## src/rtl/sprite_mover.sv

```systemverilog
// Per-frame sprite motion controller: moves X/Y by a signed velocity on each enabled vsync
// rising edge and writes the result to sprite RAM entries 8/9. Define SPRITE_MOVER_WRAP_EN for wrap mode.
module sprite_mover #(
  parameter int X_MIN   = 0,
  parameter int X_MAX   = 248,
  parameter int Y_MIN   = 0,
  parameter int Y_MAX   = 120,
  parameter int X_INIT  = 0,
  parameter int Y_INIT  = 0,
  parameter int VX_INIT = 1,
  parameter int VY_INIT = 1
) (
  input  logic       clk,
  input  logic       reset,
  input  logic       vsync,
  input  logic       enable,
  input  logic       cmd_we,
  input  logic [7:0] cmd_x,
  input  logic [7:0] cmd_y,
  input  logic [3:0] cmd_vx,
  input  logic [3:0] cmd_vy,
  output logic       we,
  output logic [3:0] address,
  output logic [7:0] data,
  output logic       busy,
  output logic       hit_x,
  output logic       hit_y
);

  typedef enum logic [1:0] {S_IDLE, S_CALC, S_WR_X, S_WR_Y} state_t;

  localparam logic [7:0]        XLO   = 8'(X_MIN);
  localparam logic [7:0]        XHI   = 8'(X_MAX);
  localparam logic [7:0]        YLO   = 8'(Y_MIN);
  localparam logic [7:0]        YHI   = 8'(Y_MAX);
  localparam logic signed [9:0] XLO_S = 10'(X_MIN);
  localparam logic signed [9:0] XHI_S = 10'(X_MAX);
  localparam logic signed [9:0] YLO_S = 10'(Y_MIN);
  localparam logic signed [9:0] YHI_S = 10'(Y_MAX);

  state_t      r_state, w_next;
  logic        r_vsync_q, w_vs_rise;
  logic [7:0]  r_x, r_y, r_px, r_py;
  logic [3:0]  r_vx, r_vy, r_pvx, r_pvy;
  logic        r_pend, w_apply;
  logic        r_we, r_hit_x, r_hit_y;
  logic [3:0]  r_addr;
  logic [7:0]  r_data;
  logic [12:0] w_sx, w_sy;

  // -8 has no positive counterpart in 4 bits, so it saturates to +7
  function automatic logic [3:0] f_neg(input logic [3:0] v);
    f_neg = (v == 4'b1000) ? 4'b0111 : 4'(-v);
  endfunction

  // Returns {hit, new_velocity, new_position}
  function automatic logic [12:0] f_step(input logic [7:0] p, input logic [3:0] v,
                                         input logic signed [9:0] lo, input logic signed [9:0] hi);
    logic signed [9:0] n;
    n = $signed({2'b00, p}) + $signed({{6{v[3]}}, v});
`ifdef SPRITE_MOVER_WRAP_EN
    if (n > hi)      f_step = {1'b1, v, 8'(lo + (n - hi - 10'sd1))};
    else if (n < lo) f_step = {1'b1, v, 8'(hi - (lo - n - 10'sd1))};
`else
    if (n > hi)      f_step = {1'b1, f_neg(v), hi[7:0]};
    else if (n < lo) f_step = {1'b1, f_neg(v), lo[7:0]};
`endif
    else             f_step = {1'b0, v, n[7:0]};
  endfunction

  function automatic logic [7:0] f_clamp(input logic [7:0] c, input logic [7:0] lo, input logic [7:0] hi);
    f_clamp = (c > hi) ? hi : ((c < lo) ? lo : c);
  endfunction

  assign w_vs_rise = vsync & ~r_vsync_q;
  assign w_apply   = (r_state == S_IDLE) && (cmd_we || r_pend);
  assign w_sx      = f_step(r_x, r_vx, XLO_S, XHI_S);
  assign w_sy      = f_step(r_y, r_vy, YLO_S, YHI_S);

  always_ff @(posedge clk or negedge reset) begin
    if (!reset) r_state <= S_IDLE;
    else        r_state <= w_next;
  end

  always_comb begin
    w_next = r_state;
    unique case (r_state)
      S_IDLE: if (w_vs_rise && enable) w_next = S_CALC;
      S_CALC: w_next = S_WR_X;
      S_WR_X: w_next = S_WR_Y;
      S_WR_Y: w_next = S_IDLE;
      default: w_next = S_IDLE;
    endcase
  end

  always_comb begin
    busy = (r_state != S_IDLE);
  end

  // A live cmd_we in IDLE bypasses the buffer so it lands on the same edge it arrives
  always_ff @(posedge clk or negedge reset) begin
    if (!reset) begin
      r_vsync_q <= 1'b0;
      r_x       <= 8'(X_INIT);
      r_y       <= 8'(Y_INIT);
      r_vx      <= 4'(VX_INIT);
      r_vy      <= 4'(VY_INIT);
      r_pend    <= 1'b0;
      r_px      <= '0;
      r_py      <= '0;
      r_pvx     <= '0;
      r_pvy     <= '0;
      r_we      <= 1'b0;
      r_addr    <= '0;
      r_data    <= '0;
      r_hit_x   <= 1'b0;
      r_hit_y   <= 1'b0;
    end else begin
      r_vsync_q <= vsync;
      r_we      <= (r_state == S_CALC) || (r_state == S_WR_X);
      r_hit_x   <= (r_state == S_CALC) && w_sx[12];
      r_hit_y   <= (r_state == S_CALC) && w_sy[12];
      if (w_apply) begin
        r_x    <= f_clamp(cmd_we ? cmd_x : r_px, XLO, XHI);
        r_y    <= f_clamp(cmd_we ? cmd_y : r_py, YLO, YHI);
        r_vx   <= cmd_we ? cmd_vx : r_pvx;
        r_vy   <= cmd_we ? cmd_vy : r_pvy;
        r_pend <= 1'b0;
      end else if (cmd_we) begin
        r_px   <= cmd_x;
        r_py   <= cmd_y;
        r_pvx  <= cmd_vx;
        r_pvy  <= cmd_vy;
        r_pend <= 1'b1;
      end
      if (r_state == S_CALC) begin
        r_x    <= w_sx[7:0];
        r_vx   <= w_sx[11:8];
        r_y    <= w_sy[7:0];
        r_vy   <= w_sy[11:8];
        r_addr <= 4'd8;
        r_data <= w_sx[7:0];
      end else if (r_state == S_WR_X) begin
        r_addr <= 4'd9;
        r_data <= r_y;
      end
    end
  end

  assign we      = r_we;
  assign address = r_addr;
  assign data    = r_data;
  assign hit_x   = r_hit_x;
  assign hit_y   = r_hit_y;

endmodule

```

## config.mk

```make
export PLATFORM = sky130hd
export DESIGN_NAME = sprite_mover
export DESIGN_NICKNAME = d
export VERILOG_FILES = /design/src/rtl/sprite_mover.sv
export SDC_FILE = /design/constraint.sdc
export NUM_CORES = 1
export LEC_CHECK = 0
export CAP_MARGIN = 20
export CORE_MARGIN = 5
export CORE_UTILIZATION = 26
export CTS_BUF_LIST = sky130_fd_sc_hd__clkbuf_8
export DETAILED_ROUTE_END_ITERATION = 16
export GPL_TIMING_DRIVEN = 0
export PLACE_DENSITY = 0.4
export SYNTH_ARGS = -nofsm -noshare
export SYNTH_HDL_FRONTEND = slang
export SYNTH_SLANG_ARGS = --single-unit
```

## constraint.sdc

```tcl
create_clock -name clk -period 3.4 [get_ports clk]
set_clock_uncertainty 0.1 [all_clocks]
set_input_delay 0.85 -clock clk [delete_from_list [all_inputs] [get_ports clk]]
set_output_delay 0.85 -clock clk [all_outputs]
set_load 0.005 [all_outputs]
```

# ---- After elaboration in Yosys (flattened, before gate mapping)
# Cells that the tools add are included.
dict set report classes {
  magnitude_cmp 8
  bitwise_logic 2
  n_eq_ne 8
  n_reduce_logical 13
  addsub 4
  n_mux 30
}
# operator count
set op_table {}
lappend op_table {{$mux W8} 12}
lappend op_table {{$mux W13} 4}
lappend op_table {{$mux W4} 10}
lappend op_table {{$add A9 B4 Y10} 2}
lappend op_table {{$lt A10 B1 Y1 const B} 2}
lappend op_table {{$lt A8 B1 Y1 const B} 2}
lappend op_table {{$gt A10 B8 Y1 const B} 1}
lappend op_table {{$gt A10 B9 Y1 const B} 1}
lappend op_table {{$eq A4 B4 Y1 const B} 2}
lappend op_table {{$gt A8 B7 Y1 const B} 1}
lappend op_table {{$gt A8 B8 Y1 const B} 1}
lappend op_table {{$neg A4 Y4} 2}
lappend op_table {{$pmux W2 S4} 1}
lappend op_table {{$reduce_bool A2 Y1} 4}
lappend op_table {{$ne A3 B3 Y1 const B} 2}
lappend op_table {{$eq A2 B2 Y1 const B} 2}
lappend op_table {{$logic_and A1 B1 Y1} 4}
lappend op_table {{$reduce_and A2 Y1} 2}
lappend op_table {{$eq A2 B1 Y1 const B} 1}
lappend op_table {{$logic_not A2 Y1} 1}
lappend op_table {{$logic_or A1 B1 Y1} 2}
lappend op_table {{$mux W1} 2}
lappend op_table {{$mux W2} 1}
lappend op_table {{$ne A2 B1 Y1 const B} 1}
lappend op_table {{2 further kinds} 2}
dict set report word_totals {
  wordCells 81
  inputBits 29
  out_inout_bits 16
  register_bits 67
}

# ---- Depth between registers and ports, before layout
dict set report depth {
  word_depth 6
  mapped_depth 10
  ltp_nobuf 9
}

# ---- Worst setup path before layout
# Ideal clock, no wire load.
dict set report synth_timing {
  path_type {flip-flop to flip-flop}
  from {reg r_x[0]}
  to {reg r_data[3] (netlist: data[3])}
  required_ns 3.155
  path_slack_ns 0.313
  setup_ns 0.145
  stages_incl_launch_ff 11
  n_path_buf 1
  period_less_slack_ns 3.087
  arrival_time_ns 2.842
  path_cell_list {dfrtp_1 -> ha_1 -> fa_1 -> a211o_1 -> nor2b_1 -> o31a_1 -> or4b_4 -> and3_4 -> buf_6 -> o31ai_1 -> a31oi_1}
}
dict set report synth_between {
  elab_chain_cells 5
  word_cells_on_any_way 6
  classes_between {add/sub (1); order compare (2); mux (3)}
}
# item line
set synth_rtl {}
lappend synth_rtl {{start, declared} 43} ;# logic [7:0] r_x, r_y, r_px, r_py;
lappend synth_rtl {{start signal, assigned} 104} ;# r_x <= 8'(X_INIT);
lappend synth_rtl {{start signal, assigned} 124} ;# r_x <= f_clamp(cmd_we ? cmd_x : r_px, XLO, XHI);
lappend synth_rtl {{start signal, assigned} 137} ;# r_x <= w_sx[7:0];
lappend synth_rtl {{$add A9 B4 Y10 *} 60} ;# n = $signed({2'b00, p}) + $signed({{6{v[3]}}, v});
lappend synth_rtl {{$lt A10 B1 Y1} 66} ;# else if (n < lo) f_step = {1'b1, f_neg(v), lo[7:0]};
lappend synth_rtl {{$mux W13} 66}
lappend synth_rtl {{$mux W13 *} 65} ;# if (n > hi) f_step = {1'b1, f_neg(v), hi[7:0]};
lappend synth_rtl {{$mux W8 *} 136} ;# if (r_state == S_CALC) begin
lappend synth_rtl {{end signal, assigned} 142} ;# r_data <= w_sx[7:0];
lappend synth_rtl {{end signal, assigned} 145} ;# r_data <= r_y;
lappend synth_rtl {{end, declared} 48} ;# logic [7:0] r_data;
# Every way passes the cells marked *; elsewhere a longest branch is shown, timed or not. The select of a mux whose other input is x is not followed.
# A chain may end at the register's enable or synchronous reset.

# ---- Final worst setup path
# Ends and elaborated chain as after synthesis.

==> metrics.cfg <==
[grt]
grt_use_total = 0.133
grt_pass1_wl_mm = 18.9
antenna_found_initial = 0
first_global_vias = 3377
overflow = 0
grt_start_max_net_pins = 36

[worst_setup_path]
cp_data_arrival_time_ns = 3.38
criticalPathCategory = reg2reg
cp_num_buf_inv = 1
cp_slowest_cell = or4b_4
crit_chain = ha_1, fa_2, a211o_1, nor2b_1, o31a_1, or4b_4, and3_4, buf_6, o31ai_2, a31oi_1
cp_max_fo = 10
startpoint_type = flip-flop
r2r_slack_ns = 0.12
path_delay_family = compound AO/OA/AOI/OAI gates
slowest_delay_ns = 0.52
required_ns = 3.50
critPathCaptureType = flip-flop

[drt]
ant_nets = 0
top_layer = met4
routed_wirelength_mm = 12.0
wl_met1_mm = 6.45
met2_length_mm = 5.12
vias = 3456
drt_first_pass_iters = 4
wl_met3_um = 341
avgRoutedWirePerCell_um = 16.9
drtIter0Drc = 181
drt-vias-per-instance = 4.87
drc = 0

[clock_tree]
clock-sinks = 65
clk_pin_slew_ns = 0.08
insertion_delay_ns = 0.36
cts_setup_buffers = 0
root_buffer = clkbuf_8
cts_buffer_depth = 2
h-tree-depth = 3
tritoncts = yes
cts_inserted_buffers = 9

[sta]
max_freq_ghz = 0.305
fin_crit_ns = 3.28
finalSetupViolCount = 0
layout_worst_path_cycle_share = 0.964
final_hold_viol_count = 0
drv_slew = 0
worst_pin_slew_ns = 0.772
slew-limit-headroom = 0.479
rsz0062_at_grt = false

[yosys]
postSynthAreaPerCell_um2 = 9.56
synth-warning-count = 0
synth_edf_count = 0
synth_cells = 434
syn-cell-area_um2 = 4150
yosysTopAreaCellShare = 0.380
synthDistinctLibCells = 63
yosysSeqAreaShare = 0.393
synthTopCellsByArea = dfrtp_1 38%, ha_1 7.2%, mux2_2 5.7%
synth_seq_cells = 65
synthArstFlopShare = 1.00
ys.flop_type = dfrtp_1
synth_top_area_cell = dfrtp_1

[status]
status = finished clean

[flow_run]
max_cap_violations = 0

[pwr]
power_uw = 5360
power_density_nw_per_um2 = 1060
ir_drop_v = 0.000256
power_leakage_uw = 0.00209

[final_layout]
fillCellCount = 1690
area_delta_synth_final_pct = 22.2
antenna_cells = 0
instances_no_fill = 709
utilization = 0.322
layout.nets = 543
drive_gt1_frac = 0.124

[placement]
place_hpwl_mm = 9.28
portBuffers = 41
dpl.cell_count = 693
place_congestion = 0.820

[floorplanning]
rows = 46
die_h_um = 136
core_area_um2 = 15800
die-area_um2 = 18600
die_w_um = 136
io_pins = 45
start_util = 0.263

[worst_hold_path]
hold_path_class = in2async

stage by stage:
step                      setup WS [ns]  area (um2)  TNS (ns)  hold slack [ns]
after floorplan                   0.313        4150         0            0.362
after global placement            -1.26        4830    -79.43            0.351
after detailed placement        -0.0934        4850    -0.129            0.358
after CTS                       0.00161        5040         0            0.341
after global routing            0.00316        5070         0            0.368
final                             0.121        5070         0            0.341
per-layer routing:
layer | track usage | vias to the layer above
met5 | 0 | -
met4 | 0.0386 | 0
met3 | 0.0289 | 5
met2 | 0.191 | 49
met1 | 0.199 | 1684
li1 | - | 1718
registers in the layout, summed over array words and instances, names as in the netlist, 4 cells and up:
name   flops
r_y        8
r_x        8
data       8
r_px       8
r_pvy      4
r_vx       4
r_vy       4
r_pvx      4
r_py       8
power by group:
group          switching, uW  internal, uW  total (uW)
clock                    314           318         633
sequential               277          1160        1440
combinational           1880          1410        3290
total                   2470          2890        5360
cell usage after synthesis, types with 3 or more instances:
library cell,number
a31oi_1,8
nor4_1,4
o31ai_1,4
nor3b_1,4
a21oi_1,37
a221o_1,5
o311ai_0,3
nand2b_1,4
inv_1,15
and2_1,4
nor2_1,32
ha_1,24
a21o_1,6
a211oi_1,5
o2111ai_1,3
nand3_1,8
dfrtp_1,63
mux2i_1,16
nand2_1,26
nor3_1,11
or3_1,3
nand4_1,9
buf_1,4
xnor2_1,3
o21ai_1,3
xor2_1,5
and3_1,3
clkbuf_1,15
nor2b_1,15
mux2_2,21
o22a_1,4
o21ai_0,24
a221oi_1,3
cells by family after synthesis:
family	after synthesis	share of synthesized area
AO/OA/AOI/OAI	121	0.194
XOR/XNOR	8	0.0169
adder cells (fa/ha/maj)	26	0.0820
buffers and inverters	39	0.0395
flip-flops	65	0.393
multiplexers	37	0.0956
other	1	0.000904
AND/OR/NAND/NOR	137	0.179
repair_timing:
action,in CTS,in global routing
resized for setup,1,8
hold buffers,0,0
endpoints found under the setup margin,2,20
pin swaps,0,0
final timing paths:
| path | end | cells after the start | start |
|---|---|---|---|
| min in group clk | address[3] | 1 | address[3] |
| worst max-delay path | data[3] | 10 | r_x[0] |
| worst max register to register | data[3] | 10 | r_x[0] |
| max in group asynchronous | r_vx[0] | 2 | reset |
| worst min-delay path | hit_y | 1 | reset |
| worst min register to register | address[3] | 1 | address[3] |
placed cells by master, fill, tap and decap left out, types with 4 or more instances in the layout:
cell and instances:
mux2i_1 16, a21oi_1 37, dfrtp_1 63, clkdlybuf4s50_1 40, inv_1 17, nor3b_1 4, a221o_1 5, xor2_1 5
o21ai_1 5, ha_1 24, nor2b_1 15, nand2_1 26, a21o_1 6, o21ai_0 22, nor2_1 32, buf_1 4
and2_1 4, mux2_2 21, a211oi_1 5, clkbuf_1 15, a31oi_1 8, clkbuf_8 12, nand2b_1 4, nand4_1 9
o22a_1 4, nor3_1 11, nand3_1 8
cell type report:
class | count | area, um2 | area share
Inverter | 15 | 56.3 | 0.0111
Timing Repair Buffer | 42 | 428 | 0.0844
Buffer | 24 | 108 | 0.0212
Sequential cell | 65 | 1630 | 0.321
Tap cell | 216 | 270 | 0.0533
Clock inverter | 4 | 20.0 | 0.00395
Clock buffer | 12 | 165 | 0.0326
Multi-Input combinational cell | 331 | 2390 | 0.472
(Power assumes the default switching activity.)
